===== src/rtl/serial_bit_feeder.sv =====
// serial_bit_feeder: streams valid/ready parallel words out one bit per clock; even parity bit optional via SERIAL_FEEDER_PARITY_EN
module serial_bit_feeder #(
   parameter int WIDTH     = 8,
   parameter bit MSB_FIRST = 1'b1
) (
   input  logic             clk,
   input  logic             rstn,
   input  logic [WIDTH-1:0] in_data,
   input  logic             in_valid,
   output logic             in_ready,
   output logic             dout,
   output logic             dout_valid,
   output logic             busy
);
   localparam int CW = $clog2(WIDTH);
   typedef enum logic [1:0] {IDLE, SHIFT, PARITY} state_t;
`ifdef SERIAL_FEEDER_PARITY_EN
   localparam state_t END_ST = PARITY;
`else
   localparam state_t END_ST = IDLE;
`endif
   state_t state, state_n;
   logic [WIDTH-1:0] shreg, shreg_nxt;
   logic [CW-1:0] cnt;
   logic last, accept, step;

   function automatic logic head(input logic [WIDTH-1:0] w);
      return MSB_FIRST ? w[WIDTH-1] : w[0];
   endfunction

   assign shreg_nxt = MSB_FIRST ? {shreg[WIDTH-2:0], 1'b0} : {1'b0, shreg[WIDTH-1:1]};
   assign last      = cnt == CW'(WIDTH-1);
   assign step      = state == SHIFT && !last;
   assign busy      = state != IDLE;
   assign accept    = in_valid && in_ready;
`ifdef SERIAL_FEEDER_PARITY_EN
   assign in_ready  = state == IDLE || state == PARITY;
`else
   assign in_ready  = state == IDLE || (state == SHIFT && last);
`endif

   // state register; reset drops any word in flight
   always_ff @(posedge clk or negedge rstn)
      if (!rstn) state <= IDLE;
      else state <= state_n;

   // next state: a new word always wins, otherwise finish the word and fall back to idle
   always_comb begin
      state_n = state;
      if (accept) state_n = SHIFT;
      else if (state == SHIFT && last) state_n = END_ST;
      else if (state == PARITY) state_n = IDLE;
   end

`ifdef SERIAL_FEEDER_PARITY_EN
   logic par;
   // running XOR of every bit already placed on dout for the current word
   always_ff @(posedge clk or negedge rstn)
      if (!rstn) par <= 1'b0;
      else if (accept) par <= head(in_data);
      else if (step) par <= par ^ head(shreg_nxt);
`endif

   // datapath: first bit leaves on the accept edge, one more per edge, zeros when nothing to send
   always_ff @(posedge clk or negedge rstn)
      if (!rstn) begin
         shreg      <= '0;
         cnt        <= '0;
         dout       <= 1'b0;
         dout_valid <= 1'b0;
      end else if (accept) begin
         shreg      <= in_data;
         cnt        <= '0;
         dout       <= head(in_data);
         dout_valid <= 1'b1;
      end else if (step) begin
         shreg      <= shreg_nxt;
         cnt        <= cnt + CW'(1);
         dout       <= head(shreg_nxt);
         dout_valid <= 1'b1;
`ifdef SERIAL_FEEDER_PARITY_EN
      end else if (state == SHIFT) begin
         dout       <= par;
         dout_valid <= 1'b1;
`endif
      end else begin
         dout       <= 1'b0;
         dout_valid <= 1'b0;
      end
endmodule


===== config.mk =====
export PLATFORM = sky130hd
export DESIGN_NAME = serial_bit_feeder
export DESIGN_NICKNAME = d
export VERILOG_FILES = /design/src/rtl/serial_bit_feeder.sv
export SDC_FILE = /design/constraint.sdc
export NUM_CORES = 1
export LEC_CHECK = 0
export ABC_AREA = 1
export CAP_MARGIN = 20
export CORE_UTILIZATION = 40
export DETAILED_ROUTE_END_ITERATION = 6
export DONT_BUFFER_PORTS = 1
export GPL_TIMING_DRIVEN = 0
export PLACE_DENSITY = 0.62
export SYNTH_ARGS = -nofsm -noshare
export SYNTH_HDL_FRONTEND = slang
export SYNTH_SLANG_ARGS = --single-unit

===== constraint.sdc =====
create_clock -name clk -period 1.45 [get_ports clk]
set_input_delay 0.29 -clock clk [delete_from_list [all_inputs] [get_ports clk]]
set_output_delay 0.29 -clock clk [all_outputs]
set_load 0.01 [all_outputs]

==> flow_metrics.env, run 1 <==
export IMPL_internal_power_w=0.000878
export IMPL_final_cell_mix="24 x nand3_1, 15 x nand2_1, 13 x dfrtp_1"
export IMPL_hold_violations=0
export IMPL_cts_tree="done"
export IMPL_syn_area_um2=593
export IMPL_r2r_start="cnt[1]$_DFFE_PN0P_"
export IMPL_rrSetupSlack_ns=0.08
export IMPL_whs_ns=0.143
export IMPL_cp_arrival_ns=1.25
export IMPL_cts_buffers=3
export IMPL_utilization_pct=52.3
export IMPL_synth_seq_cells=13
export IMPL_multi_input_area_um2=234
export IMPL_nets=87
export IMPL_cts_root_buf="clkbuf_4"
export IMPL_maxSlewHeadroom_pct=59.7
export IMPL_path_buf_inv=2
export IMPL_syn_inst=64
export IMPL_status="finished, violations left"
export IMPL_period_needed_ns=1.54
export IMPL_initial_core_util_pct=44.5
export IMPL_final_area_um2=698
export IMPL_cts_sinks=13
export IMPL_final_seq_area_um2=325
export IMPL_die_h_um=40.5
export IMPL_die_x_um=40.5
export IMPL_ir_worst_vdd_uv=974
export IMPL_crit_required_ns=1.16
export IMPL_drt_pass1_iter_count=4
export IMPL_area_growth_synth_to_final_pct=17.7
export IMPL_cts_buffer_depth=2
export IMPL_seq_area_frac_synth_pct=54.9
export IMPL_finalPower_w=0.00139
export IMPL_drtAntennaViolNets=0
export IMPL_placedCellCount=79
export IMPL_violations="negative setup slack"
export IMPL_gp_congestion=0.640
export IMPL_fmax_mhz=649
export IMPL_rsz0062_at_grt="true"
export IMPL_p_leak_nw=0.345
export IMPL_final_fill_count=120
export IMPL_p_per_area_mw_per_mm2=1990
export IMPL_hold_depth=2
export IMPL_syn_num_nets=77
export IMPL_p_comb_share_pct=41.1
export IMPL_yosysUniqueCellTypes=11
export IMPL_via_per_inst=5.55
export IMPL_clock_latency_ns=0.28
export IMPL_post_route_period_util_pct=106
export IMPL_critPathCaptureType="output pin"
export IMPL_grt_pass1_vias=421
export IMPL_grt_overflow=0
export IMPL_clkTransAtPathRegs_ns=0.08
export IMPL_dieArea_mm2=0.00164
export IMPL_final_cell_count_no_fill=88
export IMPL_wl_per_cell_um=13.2
export IMPL_worst_pin_slew_ns=0.602
export IMPL_clkPwrFrac_pct=16.2
export IMPL_reg2reg_to="shreg[1]$_DFFE_PN0P_"
export IMPL_htreeDepth=1
export IMPL_cpPeakStageDelay_ns=0.39
export IMPL_cp_max_fo=5
export IMPL_drt_wl_total_um=1160
export IMPL_antenna_found_initial=0
export IMPL_crit_family="flip-flops"
export IMPL_crit_slowest_cell="dfrtp_1"
export IMPL_final_common_cell="nand3_1"
export IMPL_port_buffers=0
export IMPL_seqPwrFrac_pct=42.7
export IMPL_setup_viol_count_final=1
export IMPL_grt_max_degree=14
export IMPL_p_sw_w=0.000509
export IMPL_io_pins=15
export IMPL_fin_skew_ns=0.00203
export IMPL_diodes=0
export IMPL_worst_slack_ns=-0.0914
export IMPL_switching_share_pct=36.7
export IMPL_cp_cell_sequence="ha_2, ha_4, inv_2, nand2_2, buf_6"
export IMPL_row_count=13
export IMPL_ys_warn_count=0
export IMPL_min_delay_start="in_data[7]"
export IMPL_core_area_mm2=0.00133
export IMPL_maxCapViolations=0
export IMPL_slew_viol_final=0
export IMPL_grtUsageTotal_pct=18.9
export IMPL_r2r_cells=8
export IMPL_hold_class="input port to register"
export IMPL_path_class="register to output pin"
export IMPL_dpl_hpwl_um=728
export IMPL_postPlaceCellArea_um2=612
export IMPL_grt_pass1_wl_um=1910
export IMPL_cp_start_kind="register"
export IMPL_drtIter0Drc=13
export IMPL_drive_above_1_share_pct=23.3
export IMPL_route_detailed_drc=0
export IMPL_syn_area_per_cell_um2=9.27
export IMPL_hold_end="dout$_DFF_PN0_"
export IMPL_vias=488
-- cell usage after synthesis, drive strengths merged --
master	count	area share, %
nor2	1	1.1
nand2	16	11
dfrtp	13	55
ha	2	4.2
o21ai	1	0.84
nand3	24	20
buf	4	6.3
inv	3	1.9
-- power groups by stage --
stage	logic [W]	clock network [W]	registers [W]
after floorplan	0.000353	0	0.000576
after global placement	0.000416	0	0.000592
after detailed placement	0.000425	0	0.000594
after CTS	0.000530	0.000230	0.000592
after global routing	0.000657	0.000252	0.000609
final	0.000571	0.000224	0.000593
-- per-layer routing --
layer | GRT usage [%] | vias up | wire [um]
li1 | - | 234 | -
met1 | 20.7 | 228 | 508
met2 | 30.2 | 22 | 527
met3 | 10.0 | 4 | 109
met4 | 7.50 | 0 | 19
met5 | 0 | - | 0
-- cell families (layout without fill, tap and decap cells) --
kind of cell | count (synthesis) | in the layout | share of synthesized area [%]
and+or+nand+nor | 41 | 41 | 31.9
DFF | 13 | 13 | 54.9
buffers and inverters | 7 | 16 | 8.23
adders and majority gates | 2 | 2 | 4.22
AOI/OAI and AO/OA | 1 | 1 | 0.843
-- cell type report --
type | instances | area share (%)
Sequential cell | 13 | 46.6
Multi-Input combinational cell | 44 | 33.5
Buffer | 4 | 6.45
Timing Repair Buffer | 5 | 5.38
Clock buffer | 4 | 3.76
Tap cell | 15 | 2.69
Inverter | 3 | 1.61
-- sequential cells by signal, indices dropped and copies added (netlist names) --
register    flops
cnt             3
dout            1
dout_valid      1
shreg           7
state           1
-- what timing repair did --
item	in CTS	in global routing
hold endpoints to repair	13	0
buffers inserted	2	1
gates cloned	1	0
pin swaps	1	1
gates resized for setup	5	1
hold buffers	1	0
setup endpoints to repair	1	7
-- worst max-delay path by stage --
| stage | startpoint | to | slack [ns] | cells past startpoint |
|---|---|---|---|---|
| floorplan | cnt[0]$_DFFE_PN0P_ | in_ready | 0.12 | 5 |
| global placement | cnt[0]$_DFFE_PN0P_ | in_ready | 0.06 | 5 |
| detailed placement | cnt[0]$_DFFE_PN0P_ | in_ready | 0.06 | 5 |
| CTS | cnt[1]$_DFFE_PN0P_ | in_ready | -0.1 | 5 |
| global route | cnt[1]$_DFFE_PN0P_ | in_ready | -0.15 | 5 |
| finish | cnt[1]$_DFFE_PN0P_ | in_ready | -0.09 | 5 |
-- per-stage QoR --
step | worst slack [ns] | setup TNS (ns)
2_1_floorplan | 0.123 | 0
3_3_place_gp | 0.0647 | 0
3_5_place_dp | 0.0585 | 0
4_1_cts | -0.0975 | -0.0975
5_1_grt | -0.149 | -0.150
6_report | -0.0914 | -0.0914
(Power assumes the default switching activity.)
==> inputs of run 2 (changes only) <==
Settings changed: BUFFER_PORTS_ARGS from default to -buffer_cell sky130_fd_sc_hd__buf_2, DONT_BUFFER_PORTS 1 to default, PLACE_DENSITY 0.62 to 0.71.
Clock period 1.45 ns to 2 ns, I/O delays scaled along.
==> flow_metrics.env, run 2 (same netlist as run 1, synthesis figures left out) <==
export IMPL_status="finished, final reports clean"
export IMPL_placedCellCount=92
export IMPL_drt_pass1_iter_count=4
export IMPL_die_h_um=40.5
export IMPL_htreeDepth=1
export IMPL_diodes=0
export IMPL_route_detailed_drc=0
export IMPL_maxSlewHeadroom_pct=74.3
export IMPL_clkTransAtPathRegs_ns=0.08
export IMPL_cts_buffer_depth=2
export IMPL_cp_start_kind="register"
export IMPL_grt_max_degree=14
export IMPL_die_x_um=40.5
export IMPL_critPathCaptureType="output pin"
export IMPL_worst_pin_slew_ns=0.385
export IMPL_io_pins=15
export IMPL_via_per_inst=5.10
export IMPL_clock_latency_ns=0.27
export IMPL_p_leak_nw=0.372
export IMPL_cp_max_fo=10
export IMPL_final_cell_mix="24 x nand3_1, 15 x nand2_1, 13 x dfrtp_1, 13 x buf_2, 3 x clkbuf_4"
export IMPL_drive_above_1_share_pct=28.4
export IMPL_grt_pass1_vias=442
export IMPL_postCtsResizedCells=0
export IMPL_dieArea_mm2=0.00164
export IMPL_final_common_cell="nand3_1"
export IMPL_p_comb_share_pct=38.2
export IMPL_maxCapViolations=0
export IMPL_dpl_hpwl_um=774
export IMPL_postPlaceCellArea_um2=677
export IMPL_final_fill_count=139
export IMPL_cp_arrival_ns=1.51
export IMPL_hold_class="input port to asynchronous set/reset pin"
export IMPL_cts_root_buf="clkbuf_4"
export IMPL_grt_overflow=0
export IMPL_largest_reg_flops=7
export IMPL_hold_violations=0
export IMPL_port_buffers=13
export IMPL_core_area_mm2=0.00133
export IMPL_wl_per_cell_um=11.9
export IMPL_initial_core_util_pct=44.5
export IMPL_seqPwrFrac_pct=44.4
export IMPL_drt_wl_total_um=1140
export IMPL_clkPwrFrac_pct=17.4
export IMPL_antenna_found_initial=0
export IMPL_postCtsSetupBuffers=0
export IMPL_post_route_period_util_pct=95.5
export IMPL_internal_power_w=0.000587
export IMPL_cts_sinks=13
export IMPL_p_per_area_mw_per_mm2=1320
export IMPL_grtUsageTotal_pct=18.0
export IMPL_final_cell_count_no_fill=96
export IMPL_row_count=13
export IMPL_period_needed_ns=1.91
export IMPL_area_growth_synth_to_final_pct=18.6
export IMPL_final_area_um2=703
export IMPL_cts_tree="done"
export IMPL_place_ws_ns=0.388
export IMPL_drtIter0Drc=3
export IMPL_finalPower_w=0.000929
export IMPL_worst_slack_ns=0.0894
export IMPL_fin_tns_setup_ns=0
export IMPL_p_sw_w=0.000342
export IMPL_reg_largest_list="shreg (7), cnt (3)"
export IMPL_rsz0062_at_grt="false"
export IMPL_path_class="register to output pin"
export IMPL_switching_share_pct=36.8
export IMPL_slew_viol_final=0
export IMPL_drtAntennaViolNets=0
export IMPL_crit_required_ns=1.60
export IMPL_regMostFlops="shreg"
export IMPL_gp_congestion=0.697
export IMPL_cts_buffers=3
export IMPL_nets=95
export IMPL_grt_pass1_wl_um=1870
export IMPL_fmax_mhz=523
export IMPL_ir_worst_vdd_uv=680
export IMPL_cts_hold_buf=0
export IMPL_setup_viol_count_final=0
export IMPL_vias=490
export IMPL_fin_skew_ns=0.000969
==> run 2: changes by cell type in the layout (fill, tap and decap cells not counted) <==
cell           previous run  this run
buf_6                     4         2
ha_2                      1         0
dlygate4sd3_1             1         0
ha_4                      1         0
buf_2                     1        13
inv_2                     2         1
inv_1                     1         2
ha_1                      0         2
buf_4                     3         2
==> run 2: routing by layer <==
metal / vias to the layer above / share of wire, % / global-route usage (%)
met4: 0 / 0.70 / 12.5
met2: 13 / 47 / 27.0
met1: 229 / 47 / 23.1
li1: 246 / - / -
met5: - / 0 / 0
met3: 2 / 4.7 / 3.33
==> run 2: power by group through the flow <==
| stage | clock, W | combinational [W] | sequential (W) |
|---|---|---|---|
| final | 0.000162 | 0.000355 | 0.000413 |
| after detailed placement | 0 | 0.000358 | 0.000418 |
| after global placement | 0 | 0.000344 | 0.000417 |
| after global routing | 0.000179 | 0.000408 | 0.000424 |
| after floorplan | 0 | 0.000256 | 0.000418 |
| after CTS | 0.000173 | 0.000361 | 0.000413 |
==> run 2: cell type report <==
type | instances | area, um^2 | share of cell area (%)
sequential | 13 | 325 | 46.3
multi-input combinational | 44 | 219 | 31.1
timing repair buffer | 13 | 65.1 | 9.25
buffer | 4 | 37.5 | 5.34
clock buffer | 4 | 26.3 | 3.74
tap | 15 | 18.8 | 2.67
inverter | 3 | 11.3 | 1.60
==> run 2: stage by stage <==
step | util (%) | hold WS [ns]
after floorplan | - | 0.104
after global placement | 50.8 | 0.303
after detailed placement | 50.8 | 0.307
after CTS | 52.7 | 0.000821
after global routing | 52.7 | 0.0170
final | 52.7 | 0.00572
==> run 2: worst max-delay path, cell delays in order, from the launching register on <==
cell	delay, ns
dfrtp_1	0.39
ha_1	0.20
ha_1	0.20
inv_1	0.07
nand2_2	0.06
buf_4	0.17
buf_2	0.14
==> run 2: final timing paths <==
check,start,to,slack (ns),depth (start not counted)
min in group clk,in_data[7],dout$_DFF_PN0_,0.35,3
setup reg to reg,cnt[0]$_DFFE_PN0P_,shreg[1]$_DFFE_PN0P_,0.61,5
setup / recovery,cnt[0]$_DFFE_PN0P_,in_ready,0.09,6
hold reg to reg,shreg[2]$_DFFE_PN0P_,shreg[3]$_DFFE_PN0P_,0.50,2
hold / removal,rstn,dout_valid$_DFF_PN0_,0.006,1
max in group asynchronous,rstn,cnt[2]$_DFFE_PN0P_,1.76,1
==> inputs of run 3 (changes only) <==
Settings changed: ABC_AREA 1 to default, HOLD_SLACK_MARGIN from default to 0.15, PLACE_DENSITY 0.71 to 0.7.
==> flow_metrics.env, run 3 <==
export IMPL_status="finished, final reports clean"
export IMPL_yosysUniqueCellTypes=13
export IMPL_yosys_area_top_type="dfrtp_1"
export IMPL_crit_start="cnt[0]$_DFFE_PN0P_"
export IMPL_route_detailed_drc=0
export IMPL_multi_input_area_um2=292
export IMPL_diodes=0
export IMPL_maxCapViolations=0
export IMPL_synth_seq_cells=13
export IMPL_crit_slowest_cell="dfrtp_1"
export IMPL_cp_arrival_ns=1.47
export IMPL_grt_pass1_wl_um=1680
export IMPL_drt_pass1_iter_count=2
export IMPL_synthFlopType="dfrtp_1"
export IMPL_fin_tns_setup_ns=0
export IMPL_cts_sinks=13
export IMPL_syn_area_per_cell_um2=14.9
export IMPL_initial_core_util_pct=42.4
export IMPL_crit_path_end="in_ready"
export IMPL_hold_class="input port to register"
export IMPL_maxSlewHeadroom_pct=80.9
export IMPL_synth_edff_count=0
export IMPL_ys_async_sr_fraction_pct=100
export IMPL_drtIter0Drc=4
export IMPL_fmax_mhz=536
export IMPL_io_pins=15
export IMPL_drt_wl_total_um=935
export IMPL_grt_max_degree=14
export IMPL_hold_violations=0
export IMPL_crit_family="flip-flops"
export IMPL_yosys_top_cells_count="13 x dfrtp_1, 9 x mux2_2, 6 x mux2_4"
export IMPL_cp_max_fo=14
export IMPL_port_buffers=14
export IMPL_worst_path_stages=4
export IMPL_worst_pin_slew_ns=0.286
export IMPL_final_seq_area_um2=325
export IMPL_nets=76
export IMPL_postCtsResizedCells=0
export IMPL_final_fill_count=138
export IMPL_rrSetupSlack_ns=0.54
export IMPL_whs_ns=0.377
export IMPL_cp_cell_sequence="ha_1, ha_1, nand2b_4, buf_2"
export IMPL_grtUsageTotal_pct=13.4
export IMPL_synth_area_leaders="dfrtp_1 51%, mux2_2 16%, mux2_4 14%"
export IMPL_syn_num_nets=56
export IMPL_worst_slack_ns=0.134
export IMPL_cts_root_buf="clkbuf_4"
export IMPL_slew_viol_final=0
export IMPL_cp_start_kind="register"
export IMPL_reg2reg_to="shreg[5]$_DFFE_PN0P_"
export IMPL_reg_largest_list="shreg (7), cnt (3)"
export IMPL_r2r_start="cnt[0]$_DFFE_PN0P_"
export IMPL_utilization_pct=50.8
export IMPL_area_growth_synth_to_final_pct=19.8
export IMPL_die_h_um=42.0
export IMPL_p_leak_nw=0.378
export IMPL_die_x_um=42.0
export IMPL_gp_congestion=0.649
export IMPL_ir_worst_vdd_uv=758
export IMPL_seq_area_frac_synth_pct=50.9
export IMPL_critPathCaptureType="output pin"
export IMPL_period_needed_ns=1.87
export IMPL_dieArea_mm2=0.00176
export IMPL_r2r_cells=4
export IMPL_wl_per_cell_um=12.0
export IMPL_cts_buffer_depth=2
export IMPL_cts_tree="done"
export IMPL_htreeDepth=1
export IMPL_path_class="register to output pin"
export IMPL_vias=384
export IMPL_final_cell_mix="14 x buf_2, 13 x dfrtp_1, 9 x mux2_2"
export IMPL_place_ws_ns=0.330
export IMPL_clock_latency_ns=0.27
export IMPL_clkTransAtPathRegs_ns=0.08
export IMPL_synth_most_common_cell="dfrtp_1"
export IMPL_crit_path_frequent_cell="ha_1"
export IMPL_final_area_um2=766
export IMPL_setup_viol_count_final=0
export IMPL_drive_above_1_share_pct=56.5
export IMPL_grt_pass1_vias=379
export IMPL_cts_buffers=3
export IMPL_path_buf_inv=1
export IMPL_fin_skew_ns=0.00388
export IMPL_syn_inst=43
export IMPL_largest_reg_flops=7
export IMPL_antenna_found_initial=0
export IMPL_syn_area_um2=639
export IMPL_post_route_period_util_pct=93.3
export IMPL_p_per_area_mw_per_mm2=1290
export IMPL_via_per_inst=4.92
export IMPL_cpPeakStageDelay_ns=0.40
export IMPL_postPlaceCellArea_um2=729
export IMPL_regMostFlops="shreg"
export IMPL_drtAntennaViolNets=0
export IMPL_yosysTopAreaCellShare_pct=50.9
export IMPL_crit_required_ns=1.60
export IMPL_hold_depth=3
export IMPL_dpl_hpwl_um=661
export IMPL_core_area_mm2=0.00151
export IMPL_grt_overflow=0
export IMPL_row_count=14
export IMPL_final_common_cell="buf_2"
export IMPL_rsz0062_at_grt="false"
export IMPL_ys_warn_count=0
[run 3: metal layers]
layer	wire (um)	GRT usage (%)
met3	68	5.17
met4	8	5.81
met2	456	22.2
met1	402	15.4
met5	0	0
[run 3: layout make-up]
cell class / count / area share [%]
well taps: 16 / 2.61
multi-input cells: 27 / 38.1
inverters: 1 / 0.490
flip-flops and latches: 13 / 42.5
repair buffers: 16 / 11.4
clock buffers: 4 / 3.43
plain buffers: 1 / 1.47
[run 3: kinds of logic (layout without fill, tap and decap cells)]
family / after synthesis / after routing / synth area share (%)
mux: 17 / 17 / 33.1
flops: 13 / 13 / 50.9
simple gates: 8 / 8 / 8.61
buf+inv: 3 / 22 / 3.52
fa+ha+maj: 2 / 2 / 3.91
[run 3: worst min-delay path: cells and delay by family]
kind / cells / cell delay, ns
simple gates: 1 / 0.05
mux: 1 / 0.06
buf+inv: 1 / 0.09
[run 3: metrics by stage]
| stage | std cells | power [W] |
|---|---|---|
| 6_report | 78 | 0.000988 |
| 2_1_floorplan | 43 | 0.000742 |
| 3_3_place_gp | 73 | 0.000827 |
| 5_1_grt | 78 | 0.00107 |
| 4_1_cts | 79 | 0.00103 |
| 3_5_place_dp | 73 | 0.000839 |
[run 3: worst min-delay path by stage]
stage / from / end / slack (ns)
floorplan: rstn / cnt[0]$_DFFE_PN0P_ / 0.10
global placement: rstn / dout$_DFF_PN0_ / 0.30
detailed placement: rstn / dout$_DFF_PN0_ / 0.30
CTS: in_data[7] / dout$_DFF_PN0_ / 0.38
global route: in_data[7] / dout$_DFF_PN0_ / 0.39
finish: in_data[7] / dout$_DFF_PN0_ / 0.38
[run 3: where the power goes]
part           internal (W)  switching, W
clock             0.0000771     0.0000782
sequential         0.000368     0.0000498
combinational      0.000254      0.000160
[run 3: what timing repair did]
| action | CTS | global route |
|---|---|---|
| endpoints found under the setup margin | 1 | 1 |
| buffers inserted | 1 | 0 |
| hold buffers | 1 | 0 |
| gates cloned | 0 | 0 |
| endpoints found under the hold margin | 13 | 0 |
